File: src/rtl/sr_pkg.sv
// Shared encodings for the SR latch controller: FSM state codes and op values.
package sr_pkg;

  localparam logic [2:0] ST_IDLE  = 3'd0;
  localparam logic [2:0] ST_SETUP = 3'd1;
  localparam logic [2:0] ST_PULSE = 3'd2;
  localparam logic [2:0] ST_HOLD  = 3'd3;
  localparam logic [2:0] ST_SYNC  = 3'd4;
  localparam logic [2:0] ST_CHECK = 3'd5;
  localparam logic [2:0] ST_GUARD = 3'd6;

  localparam logic OP_SET   = 1'b1;
  localparam logic OP_RESET = 1'b0;

  // Cycles spent in SYNC; matches the depth of the Q synchronizer.
  localparam int SYNC_CYC = 2;

endpackage

File: src/rtl/sync2.sv
// Two-flop synchronizer bringing the asynchronous latch outputs into the clk domain.
module sync2 #(
  parameter int WIDTH = 8
) (
  input  logic             clk,
  input  logic             rst_n,
  input  logic [WIDTH-1:0] i_d,
  output logic [WIDTH-1:0] o_q
);

  logic [WIDTH-1:0] r_meta;
  logic [WIDTH-1:0] r_sync;

  always_ff @(posedge clk or negedge rst_n) begin
    if (!rst_n) begin
      r_meta <= '0;
      r_sync <= '0;
    end else begin
      r_meta <= i_d;
      r_sync <= r_meta;
    end
  end

  assign o_q = r_sync;

endmodule

File: src/rtl/sr_latch_ctrl.sv
// Sequencer for a bank of gated SR latches: arbitrates two requesters, pulses one
// cell at a time with setup/hold around En, then verifies the cell through a synchronizer.
module sr_latch_ctrl
  import sr_pkg::*;
#(
  parameter int  N_LATCH   = 8,
  parameter int  PULSE_CYC = 2,
  parameter int  GUARD_CYC = 1,
  localparam int IW        = $clog2(N_LATCH)
) (
  input  logic               clk,
  input  logic               rst_n,
  input  logic               a_valid,
  output logic               a_ready,
  input  logic [IW-1:0]      a_idx,
  input  logic               a_op,
  input  logic               b_valid,
  output logic               b_ready,
  input  logic [IW-1:0]      b_idx,
  input  logic               b_op,
  output logic [N_LATCH-1:0] S,
  output logic [N_LATCH-1:0] R,
  output logic [N_LATCH-1:0] En,
  input  logic [N_LATCH-1:0] Q,
  output logic               busy,
  output logic               done,
  output logic               err
);

  localparam logic [IW:0] IDX_LIMIT = (IW+1)'(N_LATCH);
  localparam logic [3:0]  PULSE_LD  = 4'(PULSE_CYC - 1);
  localparam logic [3:0]  GUARD_LD  = 4'(GUARD_CYC - 1);
  localparam logic [3:0]  SYNC_LD   = 4'(SYNC_CYC - 1);

  logic [2:0]         r_state;
  logic [3:0]         r_cnt;
  logic               r_prio_b;
  logic               r_bad;
  logic [IW-1:0]      r_idx;
  logic               r_op;

  logic               w_idle;
  logic               w_grant_a;
  logic               w_grant_b;
  logic               w_accept;
  logic [IW-1:0]      w_req_idx;
  logic               w_req_op;
  logic               w_req_ok;
  logic [N_LATCH-1:0] w_sel;
  logic [N_LATCH-1:0] w_q_sync;
  logic               w_q_bit;
  logic               w_drive_sr;
  logic               w_check;

  sync2 #(.WIDTH(N_LATCH)) u_sync2 (
    .clk   (clk),
    .rst_n (rst_n),
    .i_d   (Q),
    .o_q   (w_q_sync)
  );

  // Round-robin: r_prio_b is set after A wins so B takes the next tie.
  assign w_idle    = (r_state == ST_IDLE);
  assign w_grant_a = w_idle & a_valid & (~b_valid | ~r_prio_b);
  assign w_grant_b = w_idle & b_valid & (~a_valid | r_prio_b);
  assign w_accept  = w_grant_a | w_grant_b;
  assign a_ready   = w_grant_a;
  assign b_ready   = w_grant_b;
  assign w_req_idx = w_grant_b ? b_idx : a_idx;
  assign w_req_op  = w_grant_b ? b_op : a_op;
  assign w_req_ok  = ({1'b0, w_req_idx} < IDX_LIMIT);

  always_ff @(posedge clk or negedge rst_n) begin
    if (!rst_n) begin
      r_state  <= ST_IDLE;
      r_cnt    <= '0;
      r_prio_b <= 1'b0;
      r_bad    <= 1'b0;
    end else begin
      r_bad <= 1'b0;
      case (r_state)
        ST_IDLE: begin
          if (w_accept) begin
            r_prio_b <= w_grant_a;
            if (w_req_ok) begin
              r_state <= ST_SETUP;
            end else begin
              r_state <= ST_GUARD;
              r_cnt   <= GUARD_LD;
              r_bad   <= 1'b1;
            end
          end
        end
        ST_SETUP: begin
          r_state <= ST_PULSE;
          r_cnt   <= PULSE_LD;
        end
        ST_PULSE: begin
          if (r_cnt == '0) r_state <= ST_HOLD;
          else             r_cnt   <= r_cnt - 4'd1;
        end
        ST_HOLD: begin
          r_state <= ST_SYNC;
          r_cnt   <= SYNC_LD;
        end
        ST_SYNC: begin
          if (r_cnt == '0) r_state <= ST_CHECK;
          else             r_cnt   <= r_cnt - 4'd1;
        end
        ST_CHECK: begin
          r_state <= ST_GUARD;
          r_cnt   <= GUARD_LD;
        end
        ST_GUARD: begin
          if (r_cnt == '0) r_state <= ST_IDLE;
          else             r_cnt   <= r_cnt - 4'd1;
        end
        default: r_state <= ST_IDLE;
      endcase
    end
  end

  always_ff @(posedge clk) begin
    if (w_accept) begin
      r_idx <= w_req_idx;
      r_op  <= w_req_op;
    end
  end

  always_comb begin
    w_sel = '0;
    for (int i = 0; i < N_LATCH; i++) w_sel[i] = (r_idx == IW'(i));
  end

  // Bad indices never reach SETUP/PULSE/HOLD, so w_sel is only used for legal cells.
  assign w_drive_sr = (r_state == ST_SETUP) | (r_state == ST_PULSE) | (r_state == ST_HOLD);
  assign w_check    = (r_state == ST_CHECK);
  assign w_q_bit    = |(w_q_sync & w_sel);

  assign S    = (w_drive_sr && r_op == OP_SET)   ? w_sel : '0;
  assign R    = (w_drive_sr && r_op == OP_RESET) ? w_sel : '0;
  assign En   = (r_state == ST_PULSE)            ? w_sel : '0;
  assign busy = ~w_idle;
  assign done = w_check & (w_q_bit == r_op);
  assign err  = r_bad | (w_check & (w_q_bit != r_op));

endmodule

File: config.mk
export PLATFORM = sky130hd
export DESIGN_NAME = sr_latch_ctrl
export DESIGN_NICKNAME = d
export VERILOG_FILES = /design/src/rtl/sr_pkg.sv /design/src/rtl/sync2.sv /design/src/rtl/sr_latch_ctrl.sv
export SDC_FILE = /design/constraint.sdc
export NUM_CORES = 1
export LEC_CHECK = 0
export ABC_AREA = 0
export CAP_MARGIN = 20
export CORE_MARGIN = 3
export CORE_UTILIZATION = 30
export CTS_CLUSTER_SIZE = 40
export DETAILED_ROUTE_END_ITERATION = 7
export SLEW_MARGIN = 5
export SYNTH_ARGS = -nofsm -noshare
export SYNTH_HDL_FRONTEND = slang
export SYNTH_SLANG_ARGS = --single-unit
File: constraint.sdc
create_clock -name clk -period 2.55 [get_ports clk]
set_clock_uncertainty 0.2 [all_clocks]
set_input_delay 0.51 -clock clk [delete_from_list [all_inputs] [get_ports clk]]
set_output_delay 0.51 -clock clk [all_outputs]
set_load 0.02 [all_outputs]
Yosys cells after proc, flatten, opt, wreduce, memory -nomap -nowiden
Cells that the tools add are included.
- register bits after elaboration: 28
- logic and storage cells: 69
- bits of input ports: 20
- output and inout bits: 29
- reduce and logical (&&, ||, !) cells: 12
- equal/unequal tests: 20
- add/subtract/negate cells: 1
- bitwise logic cells: 17
- mux-type cells: 12
- operators by type and width (operator ; number):
    2-to-1 mux 8 bit ; 3
    equality test 3 bit (second input constant) ; 7
    one-hot mux 3 bit (7 select lines) ; 1
    2-to-1 mux 3 bit ; 5
    equality test 3 x 2 -> 1 bit (second input constant) ; 4
    one-hot mux 4 bit (3 select lines) ; 1
    AND 8 bit ; 1
    != test 2 bit (second input constant) ; 4
    OR reduction 8 bit ; 1
    AND 1 bit ; 6
    equality test 3 x 1 -> 1 bit (second input constant) ; 2
    zero test 3 bit ; 2
    NOT 1 bit ; 5
    bitwise OR 1 bit ; 5
    zero test 4 bit ; 1
    2-to-1 mux 4 bit ; 1
    AND reduction 2 bit ; 2
    AND reduction 4 bit ; 1
    subtractor 4 x 1 -> 4 bit (second input constant) ; 1
    nonzero test 3 bit ; 1
    OR reduction 3 bit ; 1
    logical AND 1 bit ; 2
    != test 2 x 1 -> 1 bit (second input constant) ; 1
    OR reduction 2 bit ; 1
    3 further kinds ; 3

Depth between registers and ports, before layout
Gate-level depths: netlist of the first run.
- word-level depth: 6
- gate-level depth with buffers: 7

Modules after synthesis
From an unflattened synthesis of the first run, not the netlist that was laid out.
- cells, all modules: 150
- area total of the unflattened synthesis: 1431.4 um^2
- modules (own cells, without submodules) (module ; area each (um^2) ; seq. area each (um^2) ; times used ; cells each):
    sr_latch_ctrl ; 1031.0 ; 320.3 ; 1 ; 134
    sync2 ; 400.4 ; 400.4 ; 1 ; 16

Least setup slack after synthesis of the first run
No wires, ideal clock.
- kind: register -> output
- start point: register r_state[2]
- end point: output port En[6]
- buffers on the path: 2
- setup slack: 0.265 ns
- required time: 1.840 ns
- arrival time: 1.575 ns
- stages on the path, launching flop included: 5
- cell sequence: dfrtp_1 clkbuf_1 or3_1 clkbuf_1 nor3_1
- longest elaborated chain between the ends: 2
- ends and longest elaborated chain (what ; RTL line ; RTL):
    start: declaration ; sr_latch_ctrl.sv:35 ; logic [2:0] r_state;
    start signal: assignment ; sr_latch_ctrl.sv:75 ; r_state <= ST_IDLE;
    start signal: assignment ; sr_latch_ctrl.sv:86 ; r_state <= ST_SETUP;
    start signal: assignment ; sr_latch_ctrl.sv:88 ; r_state <= ST_GUARD;
    equality test 3 x 2 -> 1 bit ; sr_latch_ctrl.sv:142 ; assign En = (r_state == ST_PULSE) ? w_sel : '0;
    2-to-1 mux 8 bit ; sr_latch_ctrl.sv:142 ;
    end: declaration ; sr_latch_ctrl.sv:23 ; output logic [N_LATCH-1:0] En,
No other way between the ends.

Final worst setup path of the first run
- start point: register r_idx[0]
- end point: output port err
- longest elaborated chain between the ends: 5
- ends and longest elaborated chain (what ; RTL line ; RTL):
    start: declaration ; sr_latch_ctrl.sv:39 ; logic [IW-1:0] r_idx;
    start signal: assignment ; sr_latch_ctrl.sv:125 ; r_idx <= w_req_idx;
    equality test 3 x 1 -> 1 bit, or another cell as far along ; sr_latch_ctrl.sv:132 ; for (int i = 0; i < N_LATCH; i++) w_sel[i] = (r_idx == IW'(i));
    AND 8 bit * ; sr_latch_ctrl.sv:138 ; assign w_q_bit = |(w_q_sync & w_sel);
    OR reduction 8 bit * ; sr_latch_ctrl.sv:138 ;
    != test 1 bit * ; sr_latch_ctrl.sv:145 ; assign err = r_bad | (w_check & (w_q_bit != r_op));
    AND 1 bit * ; sr_latch_ctrl.sv:145 ;
    end: declaration ; sr_latch_ctrl.sv:27 ; output logic err
Mark *: on every way between the ends. The rest lies on a longest branch, timed or not.

==> flow_summary.ini, run 1 <==
[outcome]
outcome = finished, violations left
violations = negative setup slack

[finish]
finalNonFillerCells = 236
area_growth_pct = 45.9
nNetsFinal = 209
diodes = 0
fillers = 376
layout_commonest_cell = nor2_1
drive_above_1_share = 0.215
final_core_util = 0.475
final_area_um2 = 1980
final_cell_mix = nor2_1 (27), dfrtp_1 (24), clkdlybuf4s50_1 (19)

[critical_path]
crit_type = reg2out
setup.worst_path.end_class = output pin
cp.required_ns = 1.84
path_max_fanout = 4
arrival_ns = 1.90
startpoint_type = flip-flop

[global_route]
grt_antenna_before_repair = 0
grt_pass1_vias = 1058
grt_pass1_wl_um = 4940
grtUsageTotal = 0.119
grt_max_degree = 25
overflow = 0

[clock_network]
tritoncts = yes
clock_path_buffers = 2
root_buffer = clkbuf_8
cts_buffers = 3
clk_latency_ns = 0.28
htreeDepth = 1
cts_sinks = 28
path_clk_slew_ns = 0.09

[logic_synthesis]
synth_seq_cells = 28
avgSynthCellArea_um2 = 10.4
yosys_warnings = 0
synth_ff_type = dfrtp_1
yosysSeqAreaShare = 0.531
synthesis.instances = 131
synth_cell_types = 36
syn_area_um2 = 1360
syn-num-nets = 153
synth-edff-count = 4
synthArstFlopShare = 0.857

[placement]
dpl-instance-area_um2 = 1930
io_buffer_count = 48
gp_congestion = 0.756
dpl.cell_count = 230
hpwlAfterDp_um = 2380

[power_and_ir_drop]
power_density_nw_per_um2 = 944
total_power_uw = 1870
cellLeakagePower_uw = 0.000962
ir_drop_mv = 0.409

[floorplanning]
rows = 23
io_pins = 49
chipHeight_um = 73.3
fp.dieW_um = 73.3
dieArea_um2 = 5370
initial_utilization = 0.325
core-area_um2 = 4170

[drt]
drc_errors = 0
wire_per_inst_um = 12.7
vias_per_cell = 4.81
wl_um = 3010
num_vias = 1134
drtIter0Drc = 36
dr.pass1.iters = 4
antenna_left = 0

[timing]
slew_headroom = 0.741
rsz0062_at_grt = yes
drv_slew = 0
period_minus_slack_ns = 2.61
setup_viol = 2
hold_viol = 0
fin_tns_setup_ns = -0.109
tightest_slew_ns = 0.386
fmax_mhz = 383
fin_ws_ns = -0.0578
finalCritPeriodShare = 1.02

[min_path]
hold_path_class = reg2reg

[flow_run]
maxCapViolCount = 0
## logic make-up after synthesis
| family | synth area share |
|---|---|
| simple gates | 0.228 |
| fa+ha+maj | 0.0184 |
| flops | 0.531 |
| mux | 0.0793 |
| xor+xnor | 0.0249 |
| buf+inv | 0.0516 |
| compound gates | 0.0673 |
## through the flow
step	worst slack (ns)	hold WS (ns)
floorplan	0.265	0.0144
global placement	-0.158	0.138
detailed placement	-0.203	0.138
CTS	-0.0761	0.157
global route	-0.122	0.166
finish	-0.0578	0.153
## timing repair
action,CTS,global route
hold buffers,0,0
setup buffers,2,0
resized for setup,38,23
pin swaps,0,2
endpoints found under the setup margin,26,15
## registers in the layout, summed over array words and instances (netlist names)
register / count
r_op: 1
u_sync2.o_q: 8
r_prio_b: 1
r_idx: 3
u_sync2.r_meta: 8
r_cnt: 4
r_state: 3
## layer usage
| layer | vias up | routed length (µm) | global-route usage |
|---|---|---|---|
| met3 | 5 | 284 | 0.0192 |
| met2 | 61 | 1440 | 0.196 |
| met4 | 0 | 53 | 0.0533 |
| li1 | 553 | - | - |
| met5 | - | 0 | 0 |
| met1 | 515 | 1230 | 0.152 |
## cell usage after synthesis, drive strengths merged, types with 2 or more instances
| master | number | area share |
|---|---|---|
| or3b | 2 | 0.013 |
| dfrtp | 24 | 0.44 |
| mux2i | 4 | 0.029 |
| a21oi | 7 | 0.026 |
| nor2 | 28 | 0.079 |
| nand2 | 7 | 0.019 |
| edfxtp | 4 | 0.088 |
| buf | 4 | 0.021 |
| nand3b | 2 | 0.011 |
| nor3 | 4 | 0.018 |
| clkbuf | 6 | 0.017 |
| nor4 | 3 | 0.018 |
| mux2 | 4 | 0.033 |
| ha | 2 | 0.018 |
| a21o | 2 | 0.011 |
| nand3 | 2 | 0.0074 |
| inv | 5 | 0.014 |
| or3 | 5 | 0.023 |
| a31oi | 3 | 0.014 |
| xnor2 | 3 | 0.025 |
## area by class of cell
class / count / area, µm² / share of cell area
Sequential cell: 28 / 721 / 0.364
Multi-Input combinational cell: 88 / 583 / 0.294
Timing Repair Buffer: 61 / 524 / 0.265
Tap cell: 50 / 62.6 / 0.0316
Clock buffer: 3 / 41.3 / 0.0208
Clock inverter: 1 / 30.0 / 0.0152
Inverter: 5 / 18.8 / 0.00948
## worst max-delay path: stages, from the launching register on
cell      delay, ns
edfxtp_1       0.41
buf_6          0.15
mux2i_1        0.12
mux4_2         0.50
xnor2_2        0.16
and2b_1        0.16
buf_6          0.13
## power by group
part	total (µW)	internal [µW]	switching (µW)	leakage, µW
sequential	613	549	63.8	0.000322
combinational	911	409	502	0.000605
clock	345	210	135	0.0000357
## worst paths after layout
kind	from	endpoint	slack [ns]	cells after the start
max in group asynchronous	rst_n	u_sync2.o_q[1]	1.54	2
min	u_sync2.r_meta[7]	u_sync2.o_q[7]	0.15	0
max	r_idx[0]	err	-0.06	6
min reg2reg	u_sync2.r_meta[7]	u_sync2.o_q[7]	0.15	0
max reg2reg	r_cnt[1]	r_cnt[1]	0.62	6
min in group asynchronous	rst_n	r_cnt[2]	0.37	2
Note: power is estimated with default switching activity, not from simulation.
==> run 2, diff against run 1 <==
--- a/config.mk
+++ b/config.mk
@@ -11,7 +11,7 @@
 export CORE_UTILIZATION = 30
 export CTS_CLUSTER_SIZE = 40
 export DETAILED_ROUTE_END_ITERATION = 7
-export SLEW_MARGIN = 5
 export SYNTH_ARGS = -nofsm -noshare
 export SYNTH_HDL_FRONTEND = slang
+export SYNTH_HIERARCHICAL = 1
 export SYNTH_SLANG_ARGS = --single-unit
==> run 2 against run 1 <==
Against the previous run: the flow still finishes with violations (negative setup slack); core utilization fell by 1.3 points; clock power fell by 14%; sequential cell count did not move; first-iteration DRC count rose by 22%; synthesized cell count rose by 15%; sequential power rose by 7.3%; count of clock-buffer cells in the layout rose by 1; sequential share of layout area fell by 1.4 points; worst setup slack improved by 0.0012 ns; critical path depth did not move; critical endpoint unchanged.
==> flow_summary.ini, run 2 <==
[outcome]
outcome = finished, violations left
violations = negative setup slack

[timing]
fin_ws_ns = -0.0566
holdWs_ns = 0.154
period_minus_slack_ns = 2.61
rsz0062_at_grt = yes
drv_slew = 0
setup_viol = 2
slew_headroom = 0.739
finalCritPeriodShare = 1.02
hold_viol = 0
tightest_slew_ns = 0.390
fmax_mhz = 384

[logic_synthesis]
yosys.area_share.simple = 0.242
synth_top_area_frac = 0.420
synth_top_family_by_area = simple AND/OR/NAND/NOR gates
yosysSeqAreaShare = 0.503
yosys_warnings = 6
synth_most_common_cell = nor2_1
syn-num-nets = 172
avgSynthCellArea_um2 = 9.54
synthesis.instances = 150
yosys.area_share.xor_xnor = 0.0114
synthTopCellsByArea = dfrtp_1 (42%), nor2_1 (8.7%), edfxtp_1 (8.4%)
synthMuxAreaShare = 0.0822
synth_top_cell_by_area = dfrtp_1
synthArstFlopShare = 0.857
synth_seq_cells = 28
synth_compound_area_frac = 0.0927
synth_cell_types = 34
synthAdderAreaFrac = 0.0175
synth_ff_type = dfrtp_1
synth-edff-count = 4
synthTopCellsByCount = nor2_1 (33), dfrtp_1 (24), nand2_1 (10)
syn_area_um2 = 1430

[global_route]
grt_pass1_vias = 1149
grt_max_degree = 25
overflow = 0
grt_antenna_before_repair = 0
grt_pass1_wl_um = 5160
grtUsageTotal = 0.116

[drt]
drc_errors = 0
wire_per_inst_um = 12.2
vias_per_cell = 4.83
num_vias = 1241
dr.pass1.iters = 4
wl_um = 3140
drtIter0Drc = 44
antenna_left = 0

[finish]
finalNonFillerCells = 257
fillers = 452
seqCellArea_um2 = 723
nNetsFinal = 228
drive_above_1_share = 0.195
multiInputGateArea_um2 = 649
diodes = 0
area_growth_pct = 44.4
layout_commonest_cell = nor2_1
final_cell_mix = nor2_1 (33), dfrtp_1 (22), clkdlybuf4s50_1 (20)

[clock_network]
clk_latency_ns = 0.27
tritoncts = yes
cts_sinks = 28
clock_path_buffers = 2
cts_buffers = 3
root_buffer = clkbuf_8
path_clk_slew_ns = 0.09
htreeDepth = 1

[placement]
io_buffer_count = 48
gp_congestion = 0.759
hpwlAfterDp_um = 2480
dpl.cell_count = 250
pre_cts_ws_ns = -0.216

[critical_path]
startpoint_type = flip-flop
path_max_fanout = 4
crit_type = reg2out
setup.worst_path.end_class = output pin
arrival_ns = 1.90
cp.required_ns = 1.84

[flow_run]
maxCapViolCount = 0

[floorplanning]
rows = 24
core-area_um2 = 4470
fp.dieW_um = 75.1
chipHeight_um = 75.1
io_pins = 49
initial_utilization = 0.320
dieArea_um2 = 5640

[power_and_ir_drop]
cellLeakagePower_uw = 0.00103
ir_drop_mv = 0.501
power_density_nw_per_um2 = 906

[min_path]
hold_path_class = reg2reg
[run 2: cell types whose count changed in the layout (fill, tap and decap cells not counted), sizes merged, moves of 3 or more]
cell          previous run  this run
o21ai                    0         7
nand2                    7        10
nand3                    2         5
nor4                     3         0
dlymetal6s2s             3         6
dlygate4sd2             15        11
nor2                    28        33
[run 2: kinds of logic after synthesis]
kind of cell,after synthesis
buf+inv,16
fa+ha+maj,2
mux,10
simple gates,70
flops,28
compound gates,23
xor+xnor,1
[run 2: per-layer routing]
layer,vias up,GRT usage,share of wire
met1,568,0.160,0.45
met2,47,0.191,0.46
met3,2,0.0134,0.088
met4,0,0.0356,0.0064
met5,-,0,0
li1,624,-,-
[run 2: final timing paths]
kind                                        start        endpoint  slack, ns  cells after the start
worst max-delay path                     r_idx[0]             err      -0.06                      6
worst min-delay path            u_sync2/r_meta[4]  u_sync2/o_q[4]       0.15                      0
worst max register to register           r_cnt[0]        r_cnt[2]       0.66                      6
worst min register to register  u_sync2/r_meta[4]  u_sync2/o_q[4]       0.15                      0
max in group asynchronous                   rst_n      r_state[0]       1.51                      2
min in group asynchronous                   rst_n        r_cnt[2]       0.39                      2
[run 2: through the flow]
step           total power, µW   util  area (µm²)  TNS (ns)
3_5_place_dp              1570  0.448        2010    -0.499
6_report                  1870  0.462        2070   -0.0697
2_1_floorplan             1280      -        1430         0
4_1_cts                   1880  0.462        2070    -0.139
3_3_place_gp              1530  0.448        2010    -0.314
5_1_grt                   2030  0.462        2070    -0.222
[run 2: worst max-delay path, stage by stage (launching register included)]
cell      delay, ns
edfxtp_1       0.41
buf_6          0.15
mux2i_1        0.11
mux4_2         0.51
xnor2_2        0.16
and2b_1        0.16
buf_6          0.13
[run 2: what timing repair did]
action,CTS,global route
endpoints found under the setup margin,24,12
cloned,0,0
hold buffers,0,0
gates resized for setup,33,27
pin swaps,1,1
setup buffers,2,1
[run 2: final cells by class]
cell class                 count  share of cell area
timing repair buffer          62               0.263
tap                           52              0.0315
inverter                       5             0.00908
multi-input combinational    106               0.314
clock buffer                   4              0.0321
sequential                    28               0.350
[run 2: where the power goes]
part           internal, µW  switching, µW  leakage [µW]
sequential              556            102      0.000319
combinational           416            501      0.000678
clock                   170            128     0.0000339
total                  1140            731       0.00103
